[src/rtl/data_send_burst.sv]
`default_nettype none
// ============================================================================
// Module   : data_send_burst
// Purpose  : Drains a burst of FIFO words on a trigger and feeds them to a UART
//            TX byte by byte, LSB first, pacing on txBusy.
// Revision : 1.0 - initial release
// ============================================================================
module data_send_burst #(
  parameter int DATA_W    = 8,
  parameter int BURST_LEN = 32,
  parameter int USED_W    = 10,
  parameter int THRESH    = 512,
  parameter int RD_LAT    = 1,
  parameter int GUARD     = 2
) (
  input  logic              clk,
  input  logic              rst,
  input  logic [1:0]        mode,
  input  logic              start,
  input  logic              full,
  input  logic              empty,
  input  logic [USED_W-1:0] usedw,
  input  logic [DATA_W-1:0] iData,
  input  logic              txBusy,
  output logic              oRdclk,
  output logic              oNewData,
  output logic [7:0]        oData,
  output logic              oBusy,
  output logic              oDone,
  output logic              oErr
);

  localparam int BYTES = DATA_W / 8;
  localparam int CNT_W = $clog2(BURST_LEN + 1);
  localparam int GRD_W = $clog2(GUARD + 1);

  localparam logic [CNT_W-1:0]  LAST_WORD = CNT_W'(BURST_LEN - 1);
  localparam logic [2:0]        LAST_BYTE = 3'(BYTES - 1);
  localparam logic [1:0]        LAST_LAT  = 2'(RD_LAT - 1);
  localparam logic [GRD_W-1:0]  LAST_GRD  = GRD_W'(GUARD - 1);
  localparam logic [USED_W:0]   THRESH_V  = (USED_W + 1)'(THRESH);

  localparam logic [2:0] S_IDLE   = 3'd0;
  localparam logic [2:0] S_RD     = 3'd1;
  localparam logic [2:0] S_LAT    = 3'd2;
  localparam logic [2:0] S_LOAD   = 3'd3;
  localparam logic [2:0] S_SEND   = 3'd4;
  localparam logic [2:0] S_GUARD  = 3'd5;
  localparam logic [2:0] S_WAITTX = 3'd6;
  localparam logic [2:0] S_DONE   = 3'd7;

  logic [2:0]        state, state_nxt;
  logic [CNT_W-1:0]  word_cnt;
  logic [2:0]        byte_cnt;
  logic [1:0]        lat_cnt;
  logic [GRD_W-1:0]  grd_cnt;
  logic [DATA_W-1:0] shreg;
  logic              trig;
  logic              rdclk_nxt, newdata_nxt, busy_nxt, done_nxt, err_nxt;

  always_comb begin
    trig = 1'b0;
    case (mode)
      2'd0:    trig = full;
      2'd1:    trig = ({1'b0, usedw} >= THRESH_V);
      2'd2:    trig = start;
      default: trig = 1'b0;
    endcase
  end

  always_ff @(posedge clk) begin
    if (!rst) state <= S_IDLE;
    else      state <= state_nxt;
  end

  always_comb begin
    state_nxt = state;
    case (state)
      S_IDLE:   if (trig) state_nxt = S_RD;
      S_RD:     state_nxt = empty ? S_DONE : S_LAT;
      // The registered read strobe is high during the first LAT cycle, so LAT
      // spans RD_LAT cycles and LOAD samples exactly RD_LAT cycles after it.
      S_LAT:    if (lat_cnt == LAST_LAT) state_nxt = S_LOAD;
      S_LOAD:   state_nxt = S_SEND;
      S_SEND:   state_nxt = S_GUARD;
      S_GUARD:  if (grd_cnt == LAST_GRD) state_nxt = S_WAITTX;
      S_WAITTX: begin
        if (!txBusy) begin
          if (byte_cnt < LAST_BYTE)      state_nxt = S_SEND;
          else if (word_cnt < LAST_WORD) state_nxt = S_RD;
          else                           state_nxt = S_DONE;
        end
      end
      S_DONE:   state_nxt = S_IDLE;
      default:  state_nxt = S_IDLE;
    endcase
  end

  always_comb begin
    rdclk_nxt   = (state == S_RD) && !empty;
    newdata_nxt = (state == S_SEND);
    busy_nxt    = (state_nxt != S_IDLE);
    done_nxt    = (state_nxt == S_DONE);
    err_nxt     = oErr;
    if (state == S_IDLE && trig)      err_nxt = 1'b0;
    else if (state == S_RD && empty)  err_nxt = 1'b1;
  end

  always_ff @(posedge clk) begin
    if (!rst) begin
      word_cnt <= '0;
      byte_cnt <= '0;
      lat_cnt  <= '0;
      grd_cnt  <= '0;
      shreg    <= '0;
      oRdclk   <= 1'b0;
      oNewData <= 1'b0;
      oData    <= 8'd0;
      oBusy    <= 1'b0;
      oDone    <= 1'b0;
      oErr     <= 1'b0;
    end else begin
      oRdclk   <= rdclk_nxt;
      oNewData <= newdata_nxt;
      oBusy    <= busy_nxt;
      oDone    <= done_nxt;
      oErr     <= err_nxt;
      case (state)
        S_IDLE:  if (trig) word_cnt <= '0;
        S_RD:    lat_cnt <= '0;
        S_LAT:   lat_cnt <= lat_cnt + 2'd1;
        S_LOAD: begin
          shreg    <= iData;
          byte_cnt <= '0;
        end
        S_SEND: begin
          oData   <= shreg[7:0];
          shreg   <= shreg >> 8;
          grd_cnt <= '0;
        end
        S_GUARD: grd_cnt <= grd_cnt + 1'b1;
        S_WAITTX: begin
          if (!txBusy) begin
            if (byte_cnt < LAST_BYTE)      byte_cnt <= byte_cnt + 3'd1;
            else if (word_cnt < LAST_WORD) word_cnt <= word_cnt + 1'b1;
          end
        end
        default: ;
      endcase
    end
  end

endmodule
`default_nettype wire
[config.mk]
export PLATFORM = sky130hd
export DESIGN_NAME = data_send_burst
export DESIGN_NICKNAME = d
export VERILOG_FILES = /design/src/rtl/data_send_burst.sv
export SDC_FILE = /design/constraint.sdc
export NUM_CORES = 1
export LEC_CHECK = 0
export CORE_MARGIN = 2
export CORE_UTILIZATION = 35
export CTS_BUF_LIST = sky130_fd_sc_hd__clkbuf_8
export CTS_CLUSTER_SIZE = 8
export DETAILED_ROUTE_END_ITERATION = 10
export REMOVE_ABC_BUFFERS = 1
export SLEW_MARGIN = 20
export SYNTH_ARGS = -nofsm -noshare
export SYNTH_HDL_FRONTEND = slang
export SYNTH_SLANG_ARGS = --single-unit
[constraint.sdc]
create_clock -name clk -period 2.2 [get_ports clk]
set_clock_uncertainty 0.2 [all_clocks]
set_input_delay 0.33 -clock clk [delete_from_list [all_inputs] [get_ports clk]]
set_output_delay 0.33 -clock clk [all_outputs]
set_load 0.01 [all_outputs]
==> Yosys cells after proc, flatten, opt, wreduce, memory -nomap -nowiden <==
Cells that the tools add are included.
{ "op_classes": {"muxes": 20, "bitwise": 1, "n_addsub": 4, "magnitude_cmp": 3, "n_reduce_logical": 16, "n_eq_ne": 16} }
{ "ops": {"columns": ["cell", "n"], "rows": [
  ["$mux W3", 9],
  ["$mux W6", 4],
  ["$pmux W3 S8", 1],
  ["$pmux W8 S2", 1],
  ["$eq A3 B3 Y1 const B", 5],
  ["$pmux W6 S2", 1],
  ["$ge A10 B10 Y1 const B", 1],
  ["$ne A2 B2 Y1 const B", 5],
  ["$reduce_bool A2 Y1", 5],
  ["$pmux W2 S2", 2],
  ["$add A6 B1 Y6 const B", 1],
  ["$eq A3 B2 Y1 const B", 2],
  ["$lt A6 B5 Y1 const B", 1],
  ["$pmux W3 S2", 1],
  ["$reduce_and A5 Y1", 1],
  ["$add A2 B1 Y2 const B", 2],
  ["$eq A2 B1 Y1 const B", 2],
  ["$logic_not A2 Y1", 2],
  ["$add A3 B1 Y3 const B", 1],
  ["$eq A3 B1 Y1 const B", 1],
  ["$logic_and A1 B1 Y1", 3],
  ["$logic_not A3 Y1", 1],
  ["$lt A3 B1 Y1 const B", 1],
  ["$pmux W1 S3", 1],
  ["other kinds (6)", 6]
]} }
{ "totals": {"input_bits": 26, "ff_bits": 37} }

==> Longest topological paths before layout <==
{ "depth": {"depth_word": 6, "mapped_depth": 7, "ltp_nobuf": 7} }

==> Worst setup path before layout <==
No wires, ideal clock.
{ "synth_timing": {"path_type": "reg2reg", "start": "register word_cnt[0]", "end": "register word_cnt[2]", "arrival_ns": 1.616, "stages_incl_launch_ff": 6, "path_slack_ns": 0.325, "n_path_buf": 0, "setup_time_ns": 0.059, "period_less_slack_ns": 1.875, "cell_sequence": "dfxtp_1 -> ha_1 -> a311oi_4 -> a32oi_4 -> or4b_1 -> nand2_1"} }
{ "synth_via": {"elab_chain_len": 5, "elab_cells_between_ends": 8, "cone_classes": "1 x add/sub; 1 x order compare; 1 x eq/ne; 4 x mux; 1 x reduce/logical"} }
{ "synth_rtl": {"columns": ["element", "line", "source"], "rows": [
  ["start, declared", "53", "logic [CNT_W-1:0] word_cnt;"],
  ["start signal, assigned", "145", "else if (word_cnt < LAST_WORD) word_cnt <= word_cnt + 1'b1;"],
  ["$add A6 B1 Y6", "145", null],
  ["$mux W6", "145", null],
  ["$mux W6", "144", "if (byte_cnt < LAST_BYTE) byte_cnt <= byte_cnt + 3'd1;"],
  ["$mux W6", "143", "if (!txBusy) begin"],
  ["$pmux W6 S2", "128", "case (state)"]
]} }
Several ways; a longest one is shown, not always the timed one. The select of a mux whose other input is x is not followed.
A chain may end at the register's enable or synchronous reset.

==> Worst setup path in the final report <==
{ "layout_timing": {"start": "input mode[0]", "end": "register word_cnt[2]"} }
{ "layout_via": {"elab_chain_len": 4, "elab_cells_between_ends": 6, "cone_classes": "3 x eq/ne; 1 x mux; 2 x reduce/logical"} }
{ "layout_rtl": {"columns": ["element", "line", "source"], "rows": [
  ["start, declared", "18", "input logic [1:0] mode,"],
  ["$eq A2 B2 Y1, or another cell as far along", "63", "case (mode)"],
  ["$pmux W1 S3 *", "63", null],
  ["$ne A2 B2 Y1 (no line) *", null, null],
  ["$reduce_and A5 Y1 (no line) *", null, null]
]} }
Mark *: on every way between the ends. The rest lies on a longest branch, timed or not.

==> results.py <==
metrics = {
    "status": {
        "status": "finished clean",
    },
    "timing": {
        "maxClockFrequency_ghz": 0.495,
        "drv_slew": 0,
        "finalHoldViolations": 0,
        "hold_ws_ps": 255,
        "layout_min_cycle_time_ps": 2020,
        "worst_pin_slew_ps": 492,
        "rsz0062_at_grt": "false",
        "relSlewSlack_pct": 67.2,
        "finalCritPeriodShare_pct": 91.9,
        "setup_viol": 0,
    },
    "cells_and_area": {
        "finalNonFillerCells": 262,
        "fin_nets": 240,
        "antenna_cells_inserted": 0,
        "fillerInstances": 402,
        "seqCellArea_um2": 681,
        "final_cell_mix": "dfxtp_1, clkdlybuf4s50_1, a21oi_1, nand2_1, nor2_1",
        "final_util_pct": 49.8,
        "mostFrequentLayoutCell": "dfxtp_1",
        "multi_input_area_um2": 771,
        "synthToLayoutAreaGrowth_pct": 34.6,
        "drive_gt1_share_pct": 12.7,
    },
    "clock_tree": {
        "cts_tree": "done",
        "cts_max_path_buffers": 2,
        "clock-sinks": 34,
        "cts_resized": 0,
        "numCtsBuffers": 5,
        "cts_root_buf": "clkbuf_8",
        "hold_buffers": 0,
        "path_clk_slew_ps": 70,
        "cts_max_level": 2,
        "clkLatencyLatePin_ps": 290,
        "postCtsSetupBuffers": 0,
    },
    "critical_path": {
        "path_class": "primary input to flip-flop",
        "critPathRequiredTime_ps": 2240,
        "endpoint_kind": "flip-flop",
        "cp.depth": 6,
        "rr_worst_depth": 5,
        "r2r_start": "word_cnt[0]",
        "cpMaxStageDelayCell": "or4b_1",
        "cp_data_arrival_time_ps": 2060,
        "crit_buf_inv": 1,
        "cp-start-kind": "primary input",
        "startpoint": "mode[0]",
        "cpPeakStageDelay_ps": 500,
        "critPathMaxFanout": 5,
        "path_cells": "clkdlybuf4s50_1 -> nand2b_4 -> a2111oi_4 -> a32oi_4 -> or4b_1 -> nand2_1",
        "path_delay_family": "simple AND/OR/NAND/NOR gates",
    },
    "global_routing": {
        "overflow": 0,
        "grt_pass1_wl_um": 5990,
        "grt_pass1_vias": 1350,
        "grt_max_degree": 20,
        "track_usage_pct": 15.4,
        "antenna_found_initial": 0,
    },
    "logic_synthesis": {
        "syn_inst": 172,
        "synthFlopType": "dfxtp_1",
        "synth_seq_cells": 34,
        "netlist_area_um2": 1510,
        "synthTopCellsByArea": "dfxtp_1, a21oi_1, nand2_1, o221ai_1, nor2_1",
        "synth_top_area_share_pct": 45.0,
        "synthDistinctLibCells": 37,
        "synth-async-reset-ratio_pct": 0,
        "ys_warn_count": 0,
        "yosysTopAreaCell": "dfxtp_1",
        "yosysSeqAreaShare_pct": 45.0,
        "synth_edf_count": 0,
        "synth.avg_cell_area_um2": 8.79,
    },
    "pwr": {
        "p_per_area_nw_per_um2": 1060,
        "leakage_nw": 0.721,
        "vdd_drop_max_v": 0.000512,
        "fin_total_pwr_mw": 2.15,
    },
    "detailed_routing": {
        "wl_per_cell_um": 13.3,
        "totalWireLength_um": 3480,
        "initialDrtViolationCount": 73,
        "vias_per_cell": 5.16,
        "dr.pass1.iters": 4,
        "via_count": 1352,
        "drc_errors": 0,
        "ant_nets": 0,
    },
    "floorplan": {
        "rows": 23,
        "initial_core_util_pct": 37.0,
        "coreArea_um2": 4090,
        "fp.dieW_um": 69.7,
        "fp.dieH_um": 69.7,
        "io_pins": 39,
        "dieArea_um2": 4860,
    },
    "placement": {
        "dp.cells": 254,
        "hpwlAfterDp_um": 2550,
        "gp_congestion": 0.738,
        "io_buffer_count": 29,
    },
    "hold_path": {
        "hp-start": "oData[5]",
        "hold_path_depth": 2,
        "hp-class": "flip-flop to flip-flop",
    },
    "flow_run": {
        "drv_cap": 0,
    },
}
per-stage QoR:
stage	cell area, µm²	setup slack [ps]	setup TNS (ps)
floorplan	1470	282	0
global placement	1920	-81.0	-134
detailed placement	1920	-108	-180
CTS	2030	190	0
global route	2030	131	0
finish	2030	178	0
area by class of cell:
class,count,area share (%)
inverters,6,1.11
repair buffers,42,19.1
well taps,50,3.08
clock buffers,8,5.41
multi-input cells,122,37.9
flip-flops and latches,34,33.5
worst min-delay path, cell delays in order (launching register included):
cell and delay [ps]:
dfxtp_1 310, nand2_1 50, a21oi_1 50
where the power goes:
part,switching (mW),internal [mW]
registers,0.0844,0.694
clock network,0.221,0.316
logic,0.439,0.400
total,0.744,1.41
final timing paths:
path | endpoint | slack, ps
worst max-delay path | word_cnt[2] | 180
worst min-delay path | oData[5] | 250
worst max register to register | word_cnt[2] | 250
worst min register to register | oData[5] | 250
synthesized netlist by cell type (3+ instances only):
master,number
a21oi_1,26
ha_1,3
inv_1,6
nor2_1,17
o21a_1,3
nor2b_1,3
o21ai_0,4
nand2_1,26
dfxtp_1,34
o221ai_1,9
nand2b_1,3
clkbuf_1,8
nor3b_1,3
per-layer routing:
| metal | vias to the layer above | global-route usage (%) | routed length (µm) |
|---|---|---|---|
| met4 | 0 | 8.12 | 73 |
| met2 | 32 | 25.7 | 1660 |
| met3 | 7 | 5.09 | 194 |
| met1 | 625 | 17.5 | 1550 |
| li1 | 688 | - | - |
| met5 | - | 0 | 0 |
logic make-up (layout without fill, tap and decap cells):
| logic type | Yosys count | count (layout) | share of synthesized area [%] |
|---|---|---|---|
| AO/OA/AOI/OAI | 52 | 52 | 25.9 |
| adder cells (fa/ha/maj) | 3 | 3 | 2.48 |
| buffers and inverters | 16 | 56 | 3.97 |
| flip-flops | 34 | 34 | 45.0 |
| multiplexers | 1 | 1 | 0.745 |
| AND/OR/NAND/NOR | 66 | 66 | 21.9 |
flip-flops by register name, indices dropped and copies added (netlist names):
signal / cells
oBusy: 1
word_cnt: 6
oDone: 1
oNewData: 1
oData: 8
grd_cnt: 2
shreg: 8
state: 3
oRdclk: 1
lat_cnt: 2
oErr: 1
Note: power is estimated with default switching activity, not from simulation.
